File: config.mk
export PLATFORM = sky130hd
export DESIGN_NAME = uart_tx
export DESIGN_NICKNAME = d
export VERILOG_FILES = /design/src/rtl/uart_pkg.sv /design/src/rtl/uart_tx.sv
export SDC_FILE = /design/constraint.sdc
export NUM_CORES = 1
export LEC_CHECK = 0
export ABC_CLOCK_PERIOD_IN_PS = 4600
export CAP_MARGIN = 25
export CORE_MARGIN = 2
export CORE_UTILIZATION = 50
export CTS_BUF_LIST = sky130_fd_sc_hd__clkbuf_2
export DETAILED_ROUTE_END_ITERATION = 8
export HOLD_SLACK_MARGIN = 0.06
export PLACE_DENSITY = 0.74
export SLEW_MARGIN = 0
export SYNTH_ARGS = -nofsm -noshare
export SYNTH_HDL_FRONTEND = slang
export SYNTH_SLANG_ARGS = --single-unit
File: constraint.sdc
create_clock -name clk -period 4.6 [get_ports clk]
set_input_delay 0.92 -clock clk [delete_from_list [all_inputs] [get_ports clk]]
set_output_delay 0.92 -clock clk [all_outputs]
set_load 0.02 [all_outputs]
File: src/rtl/uart_pkg.sv
// Shared definitions for the inverted-polarity UART transmitter:
// FSM state encoding, default word width and serial line levels.
package uart_pkg;

    typedef enum logic [1:0] {
        IDLE,
        START,
        DATA,
        STOP
    } uart_state_t;

    localparam int UART_DATA_W = 8;

    // Line is inverted relative to RS-232: idle/stop low, start high.
    localparam logic LINE_IDLE  = 1'b0;
    localparam logic LINE_START = 1'b1;
    localparam logic LINE_STOP  = 1'b0;

    // Bit counter width; a 1-bit word still needs a 1-bit counter.
    function automatic int cnt_width(input int w);
        return (w > 1) ? $clog2(w) : 1;
    endfunction

endpackage

File: src/rtl/uart_tx.sv
// Serial transmitter: start bit, DATA_W data bits LSB first, stop bit,
// one bit per clock, with back-to-back frames while send stays high.
module uart_tx
    import uart_pkg::*;
#(
    parameter int DATA_W = UART_DATA_W
) (
    input  logic              clk,
    input  logic              rst_n,
    input  logic              send,
    input  logic [DATA_W-1:0] in,
    output logic              done,
    output logic              out
);

    localparam int CNT_W = cnt_width(DATA_W);
    localparam logic [CNT_W-1:0] CNT_LAST = CNT_W'(DATA_W - 1);

    uart_state_t       state, state_d;
    logic [DATA_W-1:0] shreg, shreg_d;
    logic [CNT_W-1:0]  cnt, cnt_d;
    logic              out_d, done_d;

    always_ff @(posedge clk or negedge rst_n) begin
        if (!rst_n) begin
            state <= IDLE;
            shreg <= '0;
            cnt   <= '0;
        end else begin
            state <= state_d;
            shreg <= shreg_d;
            cnt   <= cnt_d;
        end
    end

    always_comb begin
        state_d = state;
        shreg_d = shreg;
        cnt_d   = cnt;
        case (state)
            IDLE: begin
                if (send) begin
                    state_d = START;
                    shreg_d = in;
                end
            end
            START: begin
                state_d = DATA;
                cnt_d   = '0;
            end
            DATA: begin
                shreg_d = shreg >> 1;
                cnt_d   = cnt + 1'b1;
                if (cnt == CNT_LAST) begin
                    state_d = STOP;
                end
            end
            STOP: begin
                if (send) begin
                    state_d = START;
                    shreg_d = in;
                end else begin
                    state_d = IDLE;
                end
            end
            default: state_d = IDLE;
        endcase
    end

    // Outputs are decoded from the upcoming state so the registered line
    // level lands in the same cycle the state is entered.
    always_comb begin
        out_d  = LINE_IDLE;
        done_d = 1'b0;
        case (state_d)
            START: out_d = LINE_START;
            DATA:  out_d = shreg_d[0];
            STOP: begin
                out_d  = LINE_STOP;
                done_d = 1'b1;
            end
            default: begin
                out_d  = LINE_IDLE;
                done_d = 1'b0;
            end
        endcase
    end

    always_ff @(posedge clk or negedge rst_n) begin
        if (!rst_n) begin
            out  <= LINE_IDLE;
            done <= 1'b0;
        end else begin
            out  <= out_d;
            done <= done_d;
        end
    end

endmodule

* Yosys cells after proc, flatten, opt, wreduce, memory -nomap -nowiden
Cells that the tools add are included.
** Operators by class
- Add/subtract/negate cells :: 1
- $mul :: 0
- Divide/modulo/power cells :: 0
- Order comparisons :: 0
- Eq/ne operators :: 8
- Shift-type cells :: 0
- Mux-type cells :: 9
- Bitwise gates (word level) :: 0
- Reduce and logical (&&, ||, !) cells :: 5
** Operators with widths (number)
- 8-bit case mux with 2 select lines :: 1
- 2-bit == test (second input constant) :: 4
- 8-bit 2-to-1 mux :: 1
- 2-bit case mux with 4 select lines :: 1
- 3-bit case mux with 2 select lines :: 1
- 2-bit by 1-bit == test with 1-bit output (second input constant) :: 2
- 2-bit 2-to-1 mux :: 2
- 2-bit nonzero test :: 2
- 3-bit by 1-bit adder with 3-bit output (second input constant) :: 1
- 3-bit == test (second input constant) :: 1
- 2-bit zero test :: 1
- 1-bit 2-to-1 mux :: 2
- 2-bit by 1-bit != test with 1-bit output (second input constant) :: 1
- 1-bit case mux with 2 select lines :: 1
- 2-bit AND reduction :: 1
- 2-bit OR reduction :: 1
** Word-level totals
- Flip-flop bits (word level) :: 15
- Latch bits :: 0
- Bits in writable memories :: 0
- Bits in read-only memories :: 0
- Input bits :: 11
- Output and inout port bits :: 2
- Word-level logic and storage cells :: 29
- Memories :: 0

* Longest topological paths before layout
- Depth in word-level cells :: 5
- Mapped depth :: 9
- Gate-level depth less buffers :: 9

* Least setup slack after synthesis
OpenSTA, ideal clock, no wires.
- Path type :: input port to flip-flop
- Start point :: input port send
- End point :: register out
- Arrival time :: 1.756 ns
- Required time :: 4.473 ns
- Path slack :: 2.717 ns
- Stages :: 6
- Path through :: o21ai_0 -> o21ai_0 -> ha_1 -> inv_1 -> a41oi_1 -> o21ai_1
** Between the ends
- Longest elaborated chain between the ends :: 4
- Elaborated cells on any way between the ends :: 8
** Ends and longest elaborated chain
- start: declaration :: line uart_tx.sv:10 : input logic send,
- 1-bit 2-to-1 mux / 2-bit 2-to-1 mux (equally long branches) :: line uart_tx.sv:59, uart_tx.sv:42
- 2-bit case mux with 4 select lines (*) :: line uart_tx.sv:40 : case (state)
- net state_d[0] :: line uart_tx.sv:19 : uart_state_t state, state_d;
- 2-bit == test / 2-bit by 1-bit == test with 1-bit output (equally long branches) :: line uart_tx.sv:75 : case (state_d)
- 1-bit case mux with 2 select lines (*) :: line uart_tx.sv:75
- net out_d :: line uart_tx.sv:22 : logic out_d, done_d;
- end signal: assignment :: line uart_tx.sv:94 : out <= out_d;
- end: declaration :: line uart_tx.sv:13 : output logic out
The timed path passes the listed nets; every way through them passes the cells marked *. The select of a mux whose other input is x is not followed.
A chain may end at the register's enable or synchronous reset.

* Worst setup path in the final report
- Start point :: register state[0]
- End point :: register out
** Between the ends
- Longest elaborated chain between the ends :: 4
- Elaborated cells on any way between the ends :: 12
** Ends and longest elaborated chain
- start: declaration :: line uart_tx.sv:19
- start signal: assignment :: line uart_tx.sv:30 : state <= state_d;
- 2-bit == test (tied with other cells) :: line uart_tx.sv:40
- 2-bit case mux with 4 select lines (*) :: line uart_tx.sv:40
- net state_d[1] :: line uart_tx.sv:19
- 2-bit == test / 2-bit by 1-bit == test with 1-bit output (equally long branches) :: line uart_tx.sv:75
- 1-bit case mux with 2 select lines (*) :: line uart_tx.sv:75
- net out_d :: line uart_tx.sv:22
The timed path passes the listed nets; every way through them passes the cells marked *.

==> flow_metrics.tcl <==
set metrics [dict create \
    run_status "finished, final reports clean" \
    chipHeight_um 48.2 \
    cts_max_path_buffers 2 \
    cp-end-kind "flop" \
    htreeDepth 1 \
    finClkSkew_ns 0.0153 \
    fmax_ghz 0.440 \
    numCtsBuffers 3 \
    mostFrequentLayoutCell "dfrtp_1" \
    antenna_found_initial 0 \
    drc 0 \
    cp_top_family "adder cells" \
    cp.required_ns 4.80 \
    hold_buffers 0 \
    dr.pass1.iters 3 \
    grt_pass1_wl_mm 3.04 \
    tns_ns 0 \
    drv_cap 0 \
    cts.sinks 15 \
    final_cell_mix "dfrtp_1, clkdlybuf4s50_1, o21ai_0, ha_1" \
    critPathArrivalTime_ns 2.47 \
    p_leak_nw 0.540 \
    yosysWarnings 0 \
    final_nets 136 \
    place.detailed.hpwl_mm 1.32 \
    regArea_um2 375 \
    routed_wl_mm 1.88 \
    path_cells "inv_1 > ha_1 > inv_1 > ha_1 > inv_1 > a41oi_1 > o21ai_1" \
    syn-cell-area_um2 977 \
    ys_seq_elements 15 \
    crit_slowest_cell "ha_1" \
    cts_root_buf "clkbuf_2" \
    dp_slack_ns 2.00 \
    worstMarginPinSlew_ns 0.830 \
    cts_resized 0 \
    gp_congestion 0.743 \
    synthCells 103 \
    track_usage_pct 19.1 \
    grt_pass1_vias 703 \
    vdd_ir_drop_max_mv 0.476 \
    clk_latency_ns 0.30 \
    post_cts_buffers 0 \
    detailedRoute.firstIterationViolations 11 \
    min-delay-path-class "reg -> reg" \
    slew_headroom_pct 44.7 \
    vias_per_cell 5.37 \
    slew_viol_final 0 \
    routedWlPerCell_um 13.4 \
    hold_violations 0 \
    grt_max_degree 32 \
    total_power_w 0.000741 \
    fin_ws_ns 2.33 \
    slowest_delay_ns 0.84 \
    port_buffers 12 \
    vias 752 \
    syn_nets 123 \
    critPathLaunchType "flop" \
    drive_gt1_share_pct 4.35 \
    critical_path.max_fanout 31 \
    pin_count 13 \
    nFillCells 153 \
    cp_num_buf_inv 3 \
    dieArea_um2 2320 \
    finalSetupViolCount 0 \
    synth_area_per_cell_um2 9.49 \
    grt-ovfl-total 0 \
    ys_types 26 \
    ys_seq_area_share_pct 38.4 \
    die_w_um 48.2 \
    p_per_area_nw_per_um2 669 \
    critPathKind "reg -> reg" \
    ant_nets 0 \
    row_count 15 \
    fin_crit_sh_pct 49.4 \
    rsz0062_at_grt "no" \
    multiInputGateArea_um2 531 \
    cts_tree "done" \
    path_clk_slew_ns 0.16 \
    area_delta_synth_final_pct 13.3 \
    start_util_pct 54.8 \
    core-area_um2 1780 \
    timing.final.crit_period_ns 2.27 \
    path_common_cell "inv_1" \
    diodes 0 \
]
[flip-flops by register name, indices dropped and copies added, names as in the netlist]
name and cells:
shreg 8, cnt 3, state 2, done 1, out 1
[area by class of cell]
| class | count | area share [%] |
|---|---|---|
| multi-input combinational | 76 | 47.9 |
| tap | 25 | 2.82 |
| clock buffer | 4 | 1.81 |
| timing repair buffer | 12 | 10.8 |
| sequential | 15 | 33.9 |
| inverter | 8 | 2.71 |
[layer usage]
| layer | share of wire, % | track usage [%] |
|---|---|---|
| met4 | 1.4 | 10.8 |
| met2 | 48 | 30.3 |
| met3 | 3.0 | 2.96 |
| met5 | 0 | 0 |
| met1 | 47 | 24.6 |
[report_power, final]
group	switching [W]	total [W]	internal [W]
Sequential	0.0000340	0.000223	0.000189
Clock	0.0000447	0.0000677	0.0000230
Combinational	0.000258	0.000450	0.000192
[kinds of logic (layout without fill, tap and decap cells)]
kind of cell	Yosys count	after routing	share of synthesized area, %
compound gates	24	24	14.2
flops	15	15	38.4
buf+inv	12	24	7.30
simple gates	42	42	27.5
fa+ha+maj	9	9	11.5
mux	1	1	1.02
[through the flow]
stage / util (%) / cells / hold WS, ns / area (µm²)
after floorplan: - / 103 / 0.445 / 977
after global placement: 61.0 / 136 / 0.467 / 1090
after detailed placement: 61.0 / 136 / 0.483 / 1090
after CTS: 62.1 / 140 / 0.505 / 1110
after global routing: 62.1 / 140 / 0.530 / 1110
final: 62.1 / 140 / 0.500 / 1110
[worst paths after layout]
path	from	slack, ns	cells after the start	end
worst max-delay path	state[0]$_DFF_PN0_	2.33	7	out$_DFF_PN0_
worst min-delay path	cnt[0]$_DFFE_PN0P_	0.50	1	cnt[0]$_DFFE_PN0P_
worst max register to register	state[0]$_DFF_PN0_	2.33	7	out$_DFF_PN0_
worst min register to register	cnt[0]$_DFFE_PN0P_	0.50	1	cnt[0]$_DFFE_PN0P_
max in group asynchronous	rst_n	3.14	1	cnt[2]$_DFFE_PN0P_
min in group asynchronous	rst_n	1.01	1	shreg[6]$_DFFE_PN0P_
[Yosys cell counts (all sizes together)]
cell | number | area [µm²]
nand3 | 7 | 35.0
a41oi | 1 | 8.76
nand2 | 5 | 18.8
o21a | 1 | 7.51
and3b | 6 | 52.6
ha | 9 | 113
a21oi | 8 | 40.0
buf | 4 | 41.3
a21o | 1 | 7.51
nor2b | 3 | 21.3
o21bai | 1 | 7.51
nand2b | 1 | 6.26
and2b | 5 | 37.5
mux2i | 1 | 10.0
nand3b | 7 | 52.6
a221oi | 1 | 8.76
dfrtp | 15 | 375
inv | 8 | 30.0
o21ai | 10 | 50.0
nor2 | 2 | 7.51
and2 | 6 | 37.5
o2bb2ai | 1 | 8.76
Note: power is estimated with default switching activity, not from simulation.
